==> src/rtl/stage_execute.sv <==
// -----------------------------------------------------------------------------
// stage_execute
//
// Vector execute stage feeding stage_writeback. Computes a lane-wise ALU
// result over vecSize lanes of registerSize bits and registers it, together
// with the memory/register-write control fields, into the execute->writeback
// pipeline register. Single-cycle ops issue back-to-back. MUL is an iterative
// shift-add taking one nibble of operand B per cycle (registerSize/4 cycles).
// While it iterates, the stage stalls the upstream decode stage.
//
// Handshake: decode presents an op with in_valid=1. The op is taken on a
// rising edge only when stall=0 and flush=0. While stall=1, decode holds its
// op unchanged, and the stage ignores in_valid and all op inputs. Writeback has
// no backpressure; out_valid=1 marks a real op for exactly one cycle.
//
// Ports:
//   clk, reset            rising-edge clock, asynchronous active-high reset
//   flush                 synchronous kill of the accepted/in-flight op
//   in_valid              decode presents an op this cycle
//   aluOp                 operation code (0 ADD .. 8 PASSB, 9-15 give 0)
//   useImm                operand B = in_imm broadcast to every lane
//   in_writeEnable        memory write request
//   in_writeMemFrom       forwarded to writeback
//   in_writeRegFrom       forwarded to writeback
//   in_imm                immediate
//   srcA, srcB            packed operand vectors, lane l at [l*RS +: RS]
//   stall                 upstream must hold its op (high while MUL iterates)
//   out_valid             writeback registers hold a real op
//   writeEnable           registered write request, 0 whenever out_valid=0
//   writeMemFrom          registered control field
//   writeRegFrom          registered control field
//   imm                   registered immediate
//   aluResult             registered lane-wise result
//   alu_operand1          registered operand A
//   alu_operand2          registered operand B after the useImm mux
//   dbg_state             FSM state (0 = IDLE, 1 = MUL)
// -----------------------------------------------------------------------------
module stage_execute #(
  parameter int vecSize      = 4,
  parameter int registerSize = 16
) (
  input  logic                             clk,
  input  logic                             reset,
  input  logic                             flush,
  input  logic                             in_valid,
  input  logic [3:0]                       aluOp,
  input  logic                             useImm,
  input  logic                             in_writeEnable,
  input  logic                             in_writeMemFrom,
  input  logic [1:0]                       in_writeRegFrom,
  input  logic [registerSize-1:0]          in_imm,
  input  logic [vecSize*registerSize-1:0]  srcA,
  input  logic [vecSize*registerSize-1:0]  srcB,
  output logic                             stall,
  output logic                             out_valid,
  output logic                             writeEnable,
  output logic                             writeMemFrom,
  output logic [1:0]                       writeRegFrom,
  output logic [registerSize-1:0]          imm,
  output logic [vecSize*registerSize-1:0]  aluResult,
  output logic [vecSize*registerSize-1:0]  alu_operand1,
  output logic [vecSize*registerSize-1:0]  alu_operand2,
  output logic                             dbg_state
);

  localparam int W    = registerSize;
  localparam int VW   = vecSize * registerSize;
  localparam int ITER = registerSize / 4;
  localparam int CW   = (ITER > 1) ? $clog2(ITER) : 1;
  localparam logic [CW-1:0] CNT_LAST = CW'(ITER - 1);

  localparam logic [3:0] OP_ADD   = 4'd0;
  localparam logic [3:0] OP_SUB   = 4'd1;
  localparam logic [3:0] OP_AND   = 4'd2;
  localparam logic [3:0] OP_OR    = 4'd3;
  localparam logic [3:0] OP_XOR   = 4'd4;
  localparam logic [3:0] OP_SLL   = 4'd5;
  localparam logic [3:0] OP_SRL   = 4'd6;
  localparam logic [3:0] OP_MUL   = 4'd7;
  localparam logic [3:0] OP_PASSB = 4'd8;

  typedef enum logic {
    S_IDLE = 1'b0,
    S_MUL  = 1'b1
  } state_t;

  state_t state;
  state_t state_nxt;

  // MUL iteration counter and per-lane accumulators
  logic [CW-1:0] cnt;
  logic [VW-1:0] acc;
  logic [VW-1:0] acc_nxt;

  // Operands and control captured when a MUL is accepted
  logic [VW-1:0] a_hold;
  logic [VW-1:0] b_hold;
  logic          we_hold;
  logic          wmf_hold;
  logic [1:0]    wrf_hold;
  logic [W-1:0]  imm_hold;

  // Single-cycle ALU path
  logic [VW-1:0] opb;
  logic [VW-1:0] alu_res;
  logic [W-1:0]  a_l;
  logic [W-1:0]  b_l;
  logic [W-1:0]  r_l;

  // MUL step temporaries
  logic [CW+1:0] sh;
  logic [W-1:0]  part_a;
  logic [3:0]    part_n;

  assign dbg_state = (state == S_MUL);

  // ---------------------------------------------------------------------------
  // FSM: state register
  // ---------------------------------------------------------------------------
  always_ff @(posedge clk or posedge reset) begin
    if (reset) begin
      state <= S_IDLE;
    end else begin
      state <= state_nxt;
    end
  end

  // ---------------------------------------------------------------------------
  // FSM: next state and stall (stall depends on state only)
  // ---------------------------------------------------------------------------
  always_comb begin
    state_nxt = state;
    stall     = 1'b0;
    case (state)
      S_IDLE: begin
        if (in_valid && (aluOp == OP_MUL)) begin
          state_nxt = S_MUL;
        end
      end
      S_MUL: begin
        stall = 1'b1;
        if (cnt == CNT_LAST) begin
          state_nxt = S_IDLE;
        end
      end
      default: state_nxt = S_IDLE;
    endcase
    if (flush) begin
      state_nxt = S_IDLE;
    end
  end

  // ---------------------------------------------------------------------------
  // Lane-wise single-cycle ALU with the useImm operand mux
  // ---------------------------------------------------------------------------
  always_comb begin
    opb     = '0;
    alu_res = '0;
    a_l     = '0;
    b_l     = '0;
    r_l     = '0;
    for (int l = 0; l < vecSize; l++) begin
      a_l = srcA[l*W +: W];
      b_l = useImm ? in_imm : srcB[l*W +: W];
      opb[l*W +: W] = b_l;
      case (aluOp)
        OP_ADD:   r_l = a_l + b_l;
        OP_SUB:   r_l = a_l - b_l;
        OP_AND:   r_l = a_l & b_l;
        OP_OR:    r_l = a_l | b_l;
        OP_XOR:   r_l = a_l ^ b_l;
        OP_SLL:   r_l = a_l << b_l[3:0];
        OP_SRL:   r_l = a_l >> b_l[3:0];
        OP_PASSB: r_l = b_l;
        default:  r_l = '0;  // MUL takes the iterative path; 9-15 give 0
      endcase
      alu_res[l*W +: W] = r_l;
    end
  end

  // ---------------------------------------------------------------------------
  // One shift-add step: acc += (A << 4*cnt) * B[4*cnt+3:4*cnt], mod 2^W
  // ---------------------------------------------------------------------------
  always_comb begin
    acc_nxt = '0;
    sh      = {cnt, 2'b00};
    part_a  = '0;
    part_n  = '0;
    for (int l = 0; l < vecSize; l++) begin
      part_a = a_hold[l*W +: W] << sh;
      part_n = 4'(b_hold[l*W +: W] >> sh);
      acc_nxt[l*W +: W] = acc[l*W +: W] + part_a * {{(W-4){1'b0}}, part_n};
    end
  end

  // ---------------------------------------------------------------------------
  // Pipeline register, MUL holding registers, counter and accumulators
  // ---------------------------------------------------------------------------
  always_ff @(posedge clk or posedge reset) begin
    if (reset) begin
      out_valid    <= 1'b0;
      writeEnable  <= 1'b0;
      writeMemFrom <= 1'b0;
      writeRegFrom <= '0;
      imm          <= '0;
      aluResult    <= '0;
      alu_operand1 <= '0;
      alu_operand2 <= '0;
      cnt          <= '0;
      acc          <= '0;
      a_hold       <= '0;
      b_hold       <= '0;
      we_hold      <= 1'b0;
      wmf_hold     <= 1'b0;
      wrf_hold     <= '0;
      imm_hold     <= '0;
    end else if (flush) begin
      // Kill whatever was accepted or in flight; other fields keep old values.
      out_valid   <= 1'b0;
      writeEnable <= 1'b0;
      cnt         <= '0;
    end else if (state == S_IDLE) begin
      if (in_valid && (aluOp == OP_MUL)) begin
        a_hold      <= srcA;
        b_hold      <= opb;
        we_hold     <= in_writeEnable;
        wmf_hold    <= in_writeMemFrom;
        wrf_hold    <= in_writeRegFrom;
        imm_hold    <= in_imm;
        acc         <= '0;
        cnt         <= '0;
        out_valid   <= 1'b0;
        writeEnable <= 1'b0;
      end else if (in_valid) begin
        out_valid    <= 1'b1;
        writeEnable  <= in_writeEnable;
        writeMemFrom <= in_writeMemFrom;
        writeRegFrom <= in_writeRegFrom;
        imm          <= in_imm;
        aluResult    <= alu_res;
        alu_operand1 <= srcA;
        alu_operand2 <= opb;
      end else begin
        // Bubble: writeEnable cleared so it can never write memory.
        out_valid   <= 1'b0;
        writeEnable <= 1'b0;
      end
    end else begin
      if (cnt == CNT_LAST) begin
        // Final iteration: the result goes straight to the output register.
        out_valid    <= 1'b1;
        writeEnable  <= we_hold;
        writeMemFrom <= wmf_hold;
        writeRegFrom <= wrf_hold;
        imm          <= imm_hold;
        aluResult    <= acc_nxt;
        alu_operand1 <= a_hold;
        alu_operand2 <= b_hold;
        acc          <= acc_nxt;
        cnt          <= '0;
      end else begin
        acc         <= acc_nxt;
        cnt         <= cnt + 1'b1;
        out_valid   <= 1'b0;
        writeEnable <= 1'b0;
      end
    end
  end

endmodule
==> config.mk <==
export PLATFORM = sky130hd
export DESIGN_NAME = stage_execute
export DESIGN_NICKNAME = d
export VERILOG_FILES = /design/src/rtl/stage_execute.sv
export SDC_FILE = /design/constraint.sdc
export NUM_CORES = 2
export LEC_CHECK = 0
export CORE_MARGIN = 5
export CORE_UTILIZATION = 45
export DETAILED_ROUTE_END_ITERATION = 6
export HOLD_SLACK_MARGIN = 0.12
export SYNTH_ARGS = -nofsm -noshare
export SYNTH_HDL_FRONTEND = slang
export SYNTH_SLANG_ARGS = --single-unit
==> constraint.sdc <==
create_clock -name clk -period 15.1 [get_ports clk]
set_clock_uncertainty 0.2 [all_clocks]
set_input_delay 1.51 -clock clk [delete_from_list [all_inputs] [get_ports clk]]
set_output_delay 1.51 -clock clk [all_outputs]
set_load 0.005 [all_outputs]
# Word-level counts from Yosys, hierarchy flattened
# Cells that the tools add are included.
[op_classes]
add_sub_neg = 13
n_eq_ne = 11
mux = 53
shift = 16
reduce_logical = 8
bitwise = 14
n_mul = 4
[ops]
columns = ["operator", "n"]
rows = [
  ["two-way mux 64 bit", 14],
  ["one-hot mux 16 bit (8 select lines)", 4],
  ["adder 16 bit", 8],
  ["two-way mux 16 bit", 8],
  ["<< shifter 16 x 4 -> 16 bit", 8],
  ["bitwise AND 16 bit", 4],
  ["multiplier 16 x 4 -> 16 bit", 4],
  ["bitwise OR 16 bit", 4],
  ["right shift 16 x 4 -> 16 bit", 4],
  ["right shift 16 x 4 -> 4 bit", 4],
  ["subtractor 16 bit", 4],
  ["XOR 16 bit", 4],
  ["two-way mux 1 bit", 18],
  ["== test 4 x 3 -> 1 bit, second input constant", 4],
  ["two-way mux 2 bit", 8],
  ["== test 4 x 2 -> 1 bit, second input constant", 2],
  ["== test 4 x 1 -> 1 bit, second input constant", 1],
  ["== test 4 bit, second input constant", 1],
  ["zero test 4 bit", 1],
  ["AND reduction 4 bit", 1],
  ["nonzero test 2 bit", 2],
  ["AND reduction 3 bit", 1],
  ["nonzero test 3 bit", 1],
  ["adder 2 x 1 -> 2 bit, second input constant", 1],
  ["other kinds (7)", 8],
]
[totals]
register_bits = 428
wordCells = 136
output_inout_bits = 215

# Logic depth before layout (Yosys ltp)
[logic_depth]
depth_word = 6
depth_mapped = 22
ltp_nobuf = 19

# Worst setup path after synthesis
# OpenSTA, ideal clock, no wires.
[synth_path]
path_type = "register to register"
startpoint = "register cnt[1]"
endpoint = "register aluResult[46]"
slack_ns = 9.352
n_path_buf = 5
t_arrival_ns = 5.471
stages_incl_launch_ff = 21
cell_sequence = "dfrtp_1 > clkbuf_1 > buf_2 > buf_1 > buf_2 > nor2_1 > clkbuf_1 > nand3_1 > fa_1 > fa_1 > fa_1 > inv_1 > ha_1 > o21a_1 > a2111oi_0 > o31ai_1 > o41ai_1 > o21ai_0 > mux2i_1 > nor2_1 > a21oi_1"
[synth_between]
elab_chain_len = 5
word_cells_on_any_way = 9
cone_classes = "1 x add/sub; 1 x mul; 2 x eq/ne; 2 x shift; 2 x mux; 1 x reduce/logical"
[synth_rtl]
columns = ["element", "line_no", "rtl"]
rows = [
  ["start: declaration", "91", "logic [CW-1:0] cnt;"],
  ["start signal: assignment", "263", "cnt <= cnt + 1'b1;"],
  ["<< shifter 16 x 4 -> 16 bit or right shift 16 x 4 -> 4 bit (tied branches)", "190, 191", ""],
  ["multiplier 16 x 4 -> 16 bit", "192", "acc_nxt[l*W +: W] = acc[l*W +: W] + part_a * {{(W-4){1'b0}}, part_n};"],
  ["adder 16 bit", "192", ""],
  ["two-way mux 64 bit", "249", "if (cnt == CNT_LAST) begin"],
  ["two-way mux 64 bit", "222", "end else if (state == S_IDLE) begin"],
  ["end signal: assignment", "240", "aluResult <= alu_res;"],
  ["end signal: assignment", "256", "aluResult <= acc_nxt;"],
  ["end: declaration", "60", "output logic [vecSize*registerSize-1:0] aluResult,"],
]
# Several ways; a longest one is shown, not always the timed one. The select of a mux whose other input is x is not followed.
# A chain may end at the register's enable or synchronous reset.

# Worst setup path after layout
[layout_path]
startpoint = "input port useImm"
endpoint = "register aluResult[44]"
[layout_between]
elab_chain_len = 6
word_cells_on_any_way = 12
cone_classes = "2 x add/sub; 2 x shift; 5 x mux; 3 x bitwise"
[layout_rtl]
columns = ["element", "line_no", "rtl"]
rows = [
  ["start: declaration", "47", "input logic useImm,"],
  ["two-way mux 16 bit (*)", "164", "b_l = useImm ? in_imm : srcB[l*W +: W];"],
  ["subtractor 16 bit, or another cell as far along", "168", "OP_SUB: r_l = a_l - b_l;"],
  ["one-hot mux 16 bit (8 select lines) (*)", "166", "case (aluOp)"],
  ["two-way mux 64 bit (*)", "234", "end else if (in_valid) begin"],
  ["two-way mux 64 bit (*)", "223", "if (in_valid && (aluOp == OP_MUL)) begin"],
  ["two-way mux 64 bit (*)", "222", ""],
]
# Every way passes the cells marked *; elsewhere a longest branch is shown, timed or not. The select of a mux whose other input is x is not followed.

==> results.toml <==
[die]
dieHeight_um = 312
core_area_sq_um = 90300
die-area_sq_um = 97300
start_util_pct = 45.4
io_pins = 372
die_w_um = 312
fp-row-count = 110

[cts]
cts_root_buf = "clkbuf_16"
cts_tree = "built"
cts.sinks = 428
ctsResizeCount = 0
clk_pin_slew_worst_paths_ns = 0.06
post_cts_buffers = 0
cts_hold_buf = 0
h-tree-depth = 2
insertion_delay_ns = 0.63
numCtsBuffers = 53
cts_max_path_buffers = 3

[sta]
rsz0062_at_grt = "false"
maxSlewViolCount = 0
fin_crit_sh_pct = 44.2
setup_viol = 0
finalWorstSetupSlack_ns = 8.43
final.min_clock_period_ns = 6.67
hold_viol_final = 0
maxSlewHeadroom_pct = 19.7
setup_tns_ns = 0
tightest_slew_ns = 1.20
fmax_ghz = 0.150

[hold_path]
hp-start = "alu_operand1[21]"
hold_depth = 2
hold_path_class = "flop to flop"
min_to = "alu_operand1[21]"

[synth]
synth_compound_area_share_pct = 16.7
synthArstFlopShare_pct = 100
synth_edf_count = 0
synth_top_family_by_area = "compound AO/OA/AOI/OAI gates"
synth_cell_types = 88
synthFlopType = "dfrtp_1"
syn_area_per_cell_sq_um = 8.82
syn_nets = 5243
yosys_warnings = 0
seq_area_frac_synth_pct = 26.1
synth_xor_area_share_pct = 3.39
ys_ff_latch = 428
synthCells = 4653
synthAdderAreaFrac_pct = 16.1
synthMuxAreaShare_pct = 15.4
netlist_area_sq_um = 41000
synth_simple_gate_area_share_pct = 15.1

[pwr]
leakage_nw = 20.8
vdd_drop_max_mv = 0.0758
power_density_nw_per_um2 = 111

[global_route]
grt_use_total_pct = 32.3
antenna_found_initial = 8
grt_overflow = 0
grt_pass1_wl_um = 240000
grt_start_max_net_pins = 91
grt_pass1_vias = 36200

[critical_path]
r2r_end = "aluResult[14]"
cp_num_buf_inv = 4
crit-reg2reg-launch = "cnt[0]"
worstRegToRegCells = 20
crit_chain = "buf_4, buf_4, mux2i_4, buf_4, inv_1, nor2_1, a21oi_1, xnor2_1, ha_1, o21ai_0, o21ai_0, a21oi_1, o21ai_0, o22ai_1, xor2_1, o221ai_1, a31o_2"
start_kind = "input pin"
crit_type = "input pin to flop"
worstPathArrival_ns = 6.98
critical_path.endpoint_type = "flop"
cpMaxStageDelayCell = "buf_4"
required_ns = 15.41
path_max_fanout = 38
max_stage_delay_ns = 0.69
rrSetupSlack_ns = 8.54
path_delay_family = "buffers and inverters"

[job]
max_cap_violations = 0

[final_layout]
num-nets-final = 5473
area_delta_synth_final_pct = 16.1
finalNonFillerCells = 6104
drive_gt1_share_pct = 9.57

[detailed_routing]
drt_wl_total_um = 162000
viasPerCell = 6.08
drc = 0
wl_per_cell_um = 26.5
ant_nets = 0
drt_pass1_iterations = 6
drt_iter0_markers = 3716
vias = 37100

[placed_design]
place_inst = 6004
gp_congestion = 0.976
place_ws_ns = 7.93
dp_hpwl_um = 120000
portBuffers = 371

[outcome]
status = "finished, final reports clean"
power breakdown:
group | leakage (nW) | internal (mW) | switching [mW] | total, mW
sequential | 5.39 | 1.34 | 0.212 | 1.55
combinational | 14.5 | 1.04 | 1.31 | 2.36
clock | 0.896 | 0.830 | 0.558 | 1.39
total | 20.8 | 3.21 | 2.08 | 5.30
Yosys cell counts, drive strengths merged (8+ instances only):
| cell type | n | area, sq um |
|---|---|---|
| o21bai | 8 | 60.1 |
| a221oi | 18 | 158 |
| a22o | 29 | 254 |
| a22oi | 27 | 203 |
| nand4 | 17 | 106 |
| dfrtp | 428 | 10700 |
| ha | 277 | 3470 |
| fa | 156 | 3120 |
| a41oi | 12 | 105 |
| a31o | 9 | 78.8 |
| o21ai | 362 | 1820 |
| a2111oi | 8 | 76.3 |
| o2111ai | 12 | 105 |
| nand2b | 21 | 131 |
| nand3 | 74 | 375 |
| a21oi | 283 | 1420 |
| nor4 | 9 | 71.3 |
| mux4 | 121 | 2760 |
| nor2b | 24 | 150 |
| or3 | 22 | 138 |
| o31ai | 14 | 105 |
| a221o | 9 | 90.1 |
| o211ai | 24 | 180 |
| o21a | 27 | 203 |
| inv | 427 | 1610 |
| mux2i | 237 | 2530 |
| or2 | 11 | 68.8 |
| and3 | 65 | 407 |
| mux2 | 92 | 1040 |
| buf | 99 | 606 |
| xnor2 | 136 | 1190 |
| nor2 | 423 | 1590 |
| a211oi | 41 | 313 |
| nand2 | 424 | 1590 |
| and2 | 147 | 920 |
| o221ai | 13 | 114 |
| clkbuf | 196 | 736 |
| a31oi | 87 | 544 |
| xor2 | 23 | 201 |
| o22ai | 41 | 257 |
| a21o | 26 | 195 |
| nor3 | 84 | 440 |
area by class of cell:
cell class | count | area, sq um
flip-flops and latches | 428 | 10700
clock buffers | 72 | 1500
inverters | 429 | 1630
well taps | 1176 | 1470
repair buffers | 470 | 4450
diodes | 5 | 12.5
clock inverters | 23 | 334
fillers | 8519 | 42700
multi-input cells | 3501 | 27500
worst min-delay path: cells and delay by family (launching register included):
kind	cells	cell delay (ns)
DFF	1	0.34
AOI/OAI and AO/OA	1	0.05
and+or+nand+nor	1	0.04
state kept, by name, summed over array words and instances, names as in the netlist, 16 cells and up:
signal / flops
a_hold: 64
acc: 64
aluResult: 64
alu_operand1: 64
alu_operand2: 64
b_hold: 64
imm: 16
imm_hold: 16
worst max path at each step:
| stage | from | end | slack (ns) | cells after the start |
|---|---|---|---|---|
| final | useImm | aluResult[44] | 8.43 | 17 |
| after global routing | useImm | aluResult[46] | 8.03 | 17 |
| after CTS | useImm | aluResult[44] | 8.56 | 17 |
| after detailed placement | useImm | aluResult[44] | 7.93 | 17 |
| after global placement | useImm | aluResult[46] | 8.00 | 17 |
| after floorplan | reset | a_hold[0] | 1.47 | 1 |
stage by stage:
stage               area [sq um]  total power, mW  utilization, %  hold WS, ns
floorplan                  41000             3.06               -        0.249
global placement           45800             3.88            50.7        0.261
detailed placement         45800             3.90            50.7        0.270
CTS                        47600             5.31            52.7        0.282
global route               47600             5.66            52.7        0.297
finish                     47600             5.30            52.8        0.273
per-layer routing:
metal	routed length, um	track usage (%)
met4	5530	9.52
met2	71400	50.0
met3	16100	9.06
met5	76	0
met1	68600	44.4
placed cells by master (no fill, tap or decap), drive strengths merged, types with 21 or more instances in the layout:
cell type	n
o22ai	41
or3	22
xnor2	136
nor2	423
nand2	424
xor2	23
clkdlybuf4s50	370
mux4	121
a22oi	27
nor3	84
nand2b	21
buf	100
nor2b	24
and3	65
a21oi	283
dfrtp	428
a211oi	41
mux2	92
ha	277
and2	147
a31oi	87
inv	431
o21ai	362
o211ai	24
a21o	26
o21a	27
fa	156
a22o	29
mux2i	237
clkbuf	72
nand3	74
logic make-up (layout without fill, tap and decap cells):
logic type      Yosys count  count (layout)
xor+xnor                159             159
fa+ha+maj               433             433
flops                   428             428
buf+inv                 724             994
compound gates         1113            1113
other cells               0               5
simple gates           1346            1346
mux                     450             450
Note: power is estimated with default switching activity, not from simulation.
